`config.mk`:
```
export PLATFORM = sky130hd
export DESIGN_NAME = alu_seq
export DESIGN_NICKNAME = d
export VERILOG_FILES = /design/src/rtl/alu_seq.sv
export SDC_FILE = /design/constraint.sdc
export NUM_CORES = 1
export LEC_CHECK = 0
export ABC_CLOCK_PERIOD_IN_PS = 3800
export CORE_ASPECT_RATIO = 0.6
export CORE_MARGIN = 3
export CORE_UTILIZATION = 45
export DETAILED_ROUTE_END_ITERATION = 12
export GPL_TIMING_DRIVEN = 0
export PLACE_DENSITY = 0.73
export SETUP_SLACK_MARGIN = 0.4
export SYNTH_ARGS = -nofsm -noshare
export SYNTH_HDL_FRONTEND = slang
export SYNTH_SLANG_ARGS = --single-unit
```
`constraint.sdc`:
```
create_clock -name clk -period 3.8 [get_ports clk]
set_input_delay 0.38 -clock clk [delete_from_list [all_inputs] [get_ports clk]]
set_output_delay 0.38 -clock clk [all_outputs]
set_load 0.1 [all_outputs]
```
`src/rtl/alu_seq.sv`:
```
// Sequential 16-bit ALU (add/sub/AND/OR) processing SLICE_W bits per cycle.
// Optional zero flag output is enabled by defining ALU_SEQ_ZERO_FLAG_EN.
module alu_seq #(
  parameter int SLICE_W = 4
) (
  input  logic        clk,
  input  logic        reset,
  input  logic        in_valid,
  output logic        in_ready,
  input  logic [1:0]  in_op,
  input  logic [15:0] in_i0,
  input  logic [15:0] in_i1,
  output logic        out_valid,
  input  logic        out_ready,
  output logic [15:0] o,
  output logic        cout
`ifdef ALU_SEQ_ZERO_FLAG_EN
  ,
  output logic        zero
`endif
);

  localparam int N  = 16 / SLICE_W;
  localparam int CW = (N > 1) ? $clog2(N) : 1;

  typedef enum logic [1:0] {IDLE, CALC, DONE} state_t;

  state_t             state;
  logic [1:0]         op_q;
  logic [15:0]        a_q;
  logic [15:0]        b_q;
  logic [15:0]        res_q;
  logic               carry;
  logic [CW-1:0]      cnt;

  logic [3:0]         base;
  logic [SLICE_W-1:0] a_sl;
  logic [SLICE_W-1:0] b_sl;
  logic [SLICE_W-1:0] s_sl;
  logic [SLICE_W:0]   sum;
  logic               c_nxt;
  logic [15:0]        res_nxt;
  logic               last;

  // Subtract reuses the adder: b is inverted per slice and the carry was seeded with 1.
  always_comb begin
    base    = 4'(32'(cnt) * SLICE_W);
    a_sl    = a_q[base +: SLICE_W];
    b_sl    = b_q[base +: SLICE_W];
    sum     = {1'b0, a_sl} + {1'b0, (op_q[0] ? ~b_sl : b_sl)} + {{SLICE_W{1'b0}}, carry};
    case (op_q)
      2'b10:   s_sl = a_sl & b_sl;
      2'b11:   s_sl = a_sl | b_sl;
      default: s_sl = sum[SLICE_W-1:0];
    endcase
    c_nxt   = ~op_q[1] & sum[SLICE_W];
    res_nxt = res_q;
    res_nxt[base +: SLICE_W] = s_sl;
    last    = (cnt == CW'(N - 1));
  end

  always_ff @(posedge clk or posedge reset) begin
    if (reset) begin
      state     <= IDLE;
      in_ready  <= 1'b1;
      out_valid <= 1'b0;
      op_q      <= '0;
      a_q       <= '0;
      b_q       <= '0;
      res_q     <= '0;
      carry     <= 1'b0;
      cnt       <= '0;
      o         <= '0;
      cout      <= 1'b0;
`ifdef ALU_SEQ_ZERO_FLAG_EN
      zero      <= 1'b0;
`endif
    end else begin
      case (state)
        IDLE: begin
          if (in_valid) begin
            op_q     <= in_op;
            a_q      <= in_i0;
            b_q      <= in_i1;
            carry    <= (in_op == 2'b01);
            cnt      <= '0;
            res_q    <= '0;
            in_ready <= 1'b0;
            state    <= CALC;
          end
        end
        CALC: begin
          res_q <= res_nxt;
          carry <= c_nxt;
          cnt   <= cnt + 1'b1;
          if (last) begin
            o         <= res_nxt;
            cout      <= c_nxt;
`ifdef ALU_SEQ_ZERO_FLAG_EN
            zero      <= (res_nxt == 16'h0000);
`endif
            out_valid <= 1'b1;
            state     <= DONE;
          end
        end
        DONE: begin
          if (out_ready) begin
            out_valid <= 1'b0;
            in_ready  <= 1'b1;
            state     <= IDLE;
          end
        end
        default: state <= IDLE;
      endcase
    end
  end

endmodule

```
* Word level (Yosys, flattened, before mapping) *
Index checks and enable logic that the tools add are counted.

storage, ports and cells
  bits of input ports = 38
  output and inout port bits = 19
  bits in registers = 74
  word-level logic and storage cells = 62

cells by class
  bitwise gates (word level) = 5
  shift-type cells = 4
  reductions and logical operators = 10
  multiplexer cells = 19
  add/sub/neg operators = 4
  eq/ne operators = 9

operators with widths
  operator                                                                 number
  16-bit case mux with 2 select lines                                      1
  16-bit by 5-bit variable part select with 4-bit output                   2
  16-bit bitwise mux                                                       1
  16-bit two-way mux                                                       1
  4-bit by 6-bit variable shift with 16-bit output (first input constant)  1
  4-bit by 6-bit variable part select with 16-bit output                   1
  3-bit AND reduction                                                      3
  2-bit equality test (second input constant)                              4
  2-bit two-way mux                                                        4
  4-bit case mux with 2 select lines                                       1
  2-bit != test (second input constant)                                    3
  4-bit negation with 6-bit output                                         1
  1-bit case mux with 2 select lines                                       3
  2-bit case mux with 3 select lines                                       1
  2-bit AND reduction                                                      3
  2-bit nonzero test                                                       3
  4-bit by 4-bit adder with 5-bit output                                   1
  5-bit by 1-bit adder with 5-bit output                                   1
  1-bit two-way mux                                                        5
  4-bit bitwise AND                                                        1
  2-bit by 1-bit equality test with 1-bit output (second input constant)   2
  4-bit two-way mux                                                        1
  4-bit inverter                                                           1
  4-bit bitwise OR                                                         1
  other kinds (5)                                                          5

* Logic depth before layout (Yosys ltp) *
  depth in word-level cells = 9
  depth in mapped cells = 10
  depth with buffers taken out = 9

* Worst setup path before layout *
Ideal clock, no wire load.

  path kind = register to register
  from = reg cnt[0]
  to = reg res_q[10]
  path buffers = 1
  path slack = 951 ps
  data required time = 3723 ps
  cell stages (with the launch flop) = 10
  arrival time = 2773 ps
  clock period less this slack = 2849 ps
  path through = dfrtp_1 > buf_6 > mux4_2 > xnor2_1 > fa_1 > fa_1 > xor2_1 > o21ai_0 > a21oi_4 > o21ai_1

on the way
  longest elaborated chain between the ends = 9

ends and longest elaborated chain
  element                                                 line  RTL
  from (decl)                                             34    logic [CW-1:0] cnt;
  from (signal assigned)                                  95    cnt <= cnt + 1'b1;
  16-bit by 5-bit variable part select with 4-bit output  49    b_sl = b_q[base +: SLICE_W];
  4-bit inverter                                          50    sum = {1'b0, a_sl} + {1'b0, (op_q[0] ? ~b_sl : b_sl)} + {{SLICE_W{1'b0}}, carry};
  4-bit two-way mux                                       50
  4-bit by 4-bit adder with 5-bit output                  50
  5-bit by 1-bit adder with 5-bit output                  50
  4-bit case mux with 2 select lines                      51    case (op_q)
  4-bit by 6-bit variable part select with 16-bit output  58    res_nxt[base +: SLICE_W] = s_sl;
  16-bit bitwise mux (*)                                  58
  16-bit case mux with 2 select lines (*)                 79    case (state)
  to (signal assigned)                                    93    res_q <= res_nxt;
  to (decl)                                               32    logic [15:0] res_q;

Every way passes the cells marked *; elsewhere a longest branch is shown, timed or not.
A chain may end at the register's enable or synchronous reset.

* Final worst setup path *
  from = reg cnt[0]
  to = reg o[14]

on the way
  longest elaborated chain between the ends = 8

ends and longest elaborated chain
  element                                                 line  RTL
  16-bit by 5-bit variable part select with 4-bit output  49
  4-bit inverter                                          50
  4-bit two-way mux                                       50
  4-bit by 4-bit adder with 5-bit output                  50
  5-bit by 1-bit adder with 5-bit output                  50
  4-bit case mux with 2 select lines                      51
  4-bit by 6-bit variable part select with 16-bit output  58
  16-bit bitwise mux                                      58
  to (signal assigned)                                    97    o <= res_nxt;
  to (decl)                                               15    output logic [15:0] o,

Several ways; a longest one is shown, not always the timed one.

==> summary.txt <==
Synth
  – Ys Warns: 0
  – Flops & latches, synth: 74
  – Post-synth EDFFs: 0
  – Synth cell types: 35
  – Asr flop ratio synth: 1.00
  – Synthesized instance count: about 370
  – Average size of a mapped cell: about 9.5 um2
  – Main synth FF type: dfrtp_1
  – Synth Cell Area: 0.00352 mm2
  – Seq/Total Area, Yosys: 0.527
  – Mapped Nets: between 400 and 500

Power and ir drop
  – Clock power share: 0.185
  – Switch share: 0.464
  – Maximum vdd drop: 0.461 mV
  – Power share of the combinational group: 0.535
  – Seq pwr share: 0.280
  – PwrDens: a little over 1000 mW/mm2
  – Net switching power figure: 2.16 mW
  – Pleak: about 2.0 nW
  – Overall Power: around 4.7 mW
  – Internal power: 2.49 mW

Place
  – DPL Wire Length: about 6000 um
  – Placed Cells: between 500 and 600
  – Dpl ws: between 500 and 600 ps
  – PortBufs: between 50 and 60
  – Gpl congestion: slightly below 0.9

Setup path
  – Reg2Reg Setup Slack: 560 ps
  – Kind of critical path: flip-flop to flip-flop
  – CP startpoint: cnt[0]
  – CP Data Required Time: 4010 ps
  – Worst setup EP type: flip-flop
  – Critical Path Fanout Max: 10
  – WP data arrival: 3440 ps
  – Worst R2R Start: cnt[0]
  – Worst R2R Path Depth: 9
  – Reg2reg end: o[14]
  – CP startpoint kind: flip-flop

Die
  – I/O Pins: 57
  – Die height: approximately 74 um
  – Die area: roughly 0.0090 mm2
  – Core ar.: around 0.0074 mm2
  – Cell Rows: 24
  – Initial Util: 0.474
  – Die width: between 100 and 150 um

STA
  – Period minus WS final: approximately 3200 ps
  – Fin crit share: 0.852
  – Fin Hold WS: between 400 and 500 ps
  – RSZ-0062 raised after global routing: no
  – TNS Setup: 0 ps
  – Setup violations, final: 0
  – Actual slew at the worst max-slew pin: 988 ps
  – Pins Over Slew Limit: 0
  – Final worst setup slack: approximately 560 ps
  – Final Hold Viols: 0
  – Slew margin rel.: 0.340
  – Skew final: 7.53 ps
  – Max Clk Rate: around 310 MHz

Clock tree
  – Post-CTS Setup Repair Bufs: 0
  – Max clock buf depth: 2
  – CTS Hold Bufs: 0
  – H-Tree Depth: 3
  – Worst-Skew Late Latency: about 340 ps
  – Clk pin slew, worst setup/hold paths: around 60 ps
  – Sink Count: 74
  – CTS tree: built
  – PostCTS Resize Cnt: 0
  – Root buffer cell: clkbuf_16
  – CTS buffer count: 9

GRT
  – Gr busiest metal: met1
  – Met2 usage: 0.290
  – Total global routing overflow: 0
  – Antenna violations before repair: 0
  – Met3 usage: 0.0661
  – Gr usage total: 0.203
  – Largest net degree at the start of global routing: 75
  – First-pass GRT wire length: roughly 14,000 um
  – Vias in the first global route: around 2,700
  – Met1 usage: 0.298

Worst hold path
  – Hold Path Class: input pin to async pin

Layout
  – Ant. Diodes: 0
  – Fin nets: between 400 and 500
  – Finished Layout Cells: between 500 and 600
  – Commonest non-fill, non-tap cell in the layout: nand2_1
  – Layout area overhead: 29.1%
  – Most frequent cells in the layout: nand2_1 (133), dfrtp_1 (73), clkdlybuf4s50_1 (56)
  – Share of cells above drive strength 1: 0.0767

Route
  – 1st-pass router iterations: 6
  – Via count: between 2,000 and 3,000
  – Via-per-instance ratio: between 5 and 6
  – 1st-iter DRT viols: 219
  – WL final: around 8400 um
  – Final ANT Viol Nets: 0
  – WL/cell: 15.4 um
  – DRC violations left: 0

Job
  – Max_cap viols: 0

Run status
  – Status: completed
==> kinds of logic after synthesis <==
| logic type | synth area share |
|---|---|
| AOI/OAI and AO/OA | 0.124 |
| and+or+nand+nor | 0.206 |
| adders and majority gates | 0.0466 |
| buffers and inverters | 0.0324 |
| muxes | 0.0523 |
| xor gates and xnor gates | 0.0124 |
| DFF | 0.527 |
==> synthesized netlist by cell type (all sizes together) (3+ instances only) <==
cell    number  area, um2
nand2      133        499
inv         12       45.0
a21oi       28        151
nor2b        3       18.8
buf          3       20.0
dfrtp       73       1830
o21ai       43        215
xor2         4       35.0
ha           9        113
mux4         8        184
nor3b       18        135
clkbuf      13       48.8
==> area by class of cell <==
| type | count | area, um2 |
|---|---|---|
| clock inverters | 4 | 51.3 |
| fillers | 631 | 2870 |
| inverters | 12 | 47.5 |
| well taps | 104 | 130 |
| multi-input cells | 269 | 1550 |
| plain buffers | 16 | 68.8 |
| flip-flops and latches | 74 | 1850 |
| repair buffers | 57 | 588 |
| clock buffers | 11 | 253 |
==> power groups by stage <==
| stage | Sequential [mW] | Combinational [mW] | Clock, mW |
|---|---|---|---|
| after floorplan | 1.65 | 1.45 | 0 |
| after global placement | 1.30 | 2.40 | 0 |
| after detailed placement | 1.31 | 2.47 | 0 |
| after CTS | 1.30 | 2.48 | 0.878 |
| after global routing | 1.34 | 2.70 | 0.907 |
| final | 1.30 | 2.49 | 0.861 |
==> critical path, cell delays in order, from the launching register on <==
cell	delay (ps)
dfrtp_1	540
buf_6	230
mux4_2	560
xnor2_1	160
fa_1	410
fa_1	430
xor2_1	170
o21ai_0	140
a21oi_4	330
o21ai_1	120
==> through the flow <==
stage | util | cell area, um2
after floorplan | - | 3520
after global placement | 0.567 | 4210
after detailed placement | 0.572 | 4240
after CTS | 0.613 | 4540
after global routing | 0.613 | 4540
final | 0.613 | 4540
==> state kept, by name (all words and copies together), names as in the netlist <==
register	cells
op_q	2
out_valid	1
in_ready	1
b_q	16
a_q	16
res_q	16
o	16
cout	1
state	2
cnt	2
carry	1
==> worst max-delay path by stage <==
stage,end,slack (ps)
after global routing,res_q[10],450
after floorplan,res_q[10],950
after global placement,a_q[8],340
after detailed placement,o[2],580
final,o[14],560
after CTS,res_q[10],570
==> per-layer routing <==
metal  routed length [um]  part of all wire
met5                    0                 0
met1                 4130              0.49
met3                  584             0.069
met4                  106             0.013
met2                 3580              0.43
Note: power is estimated with default switching activity, not from simulation.
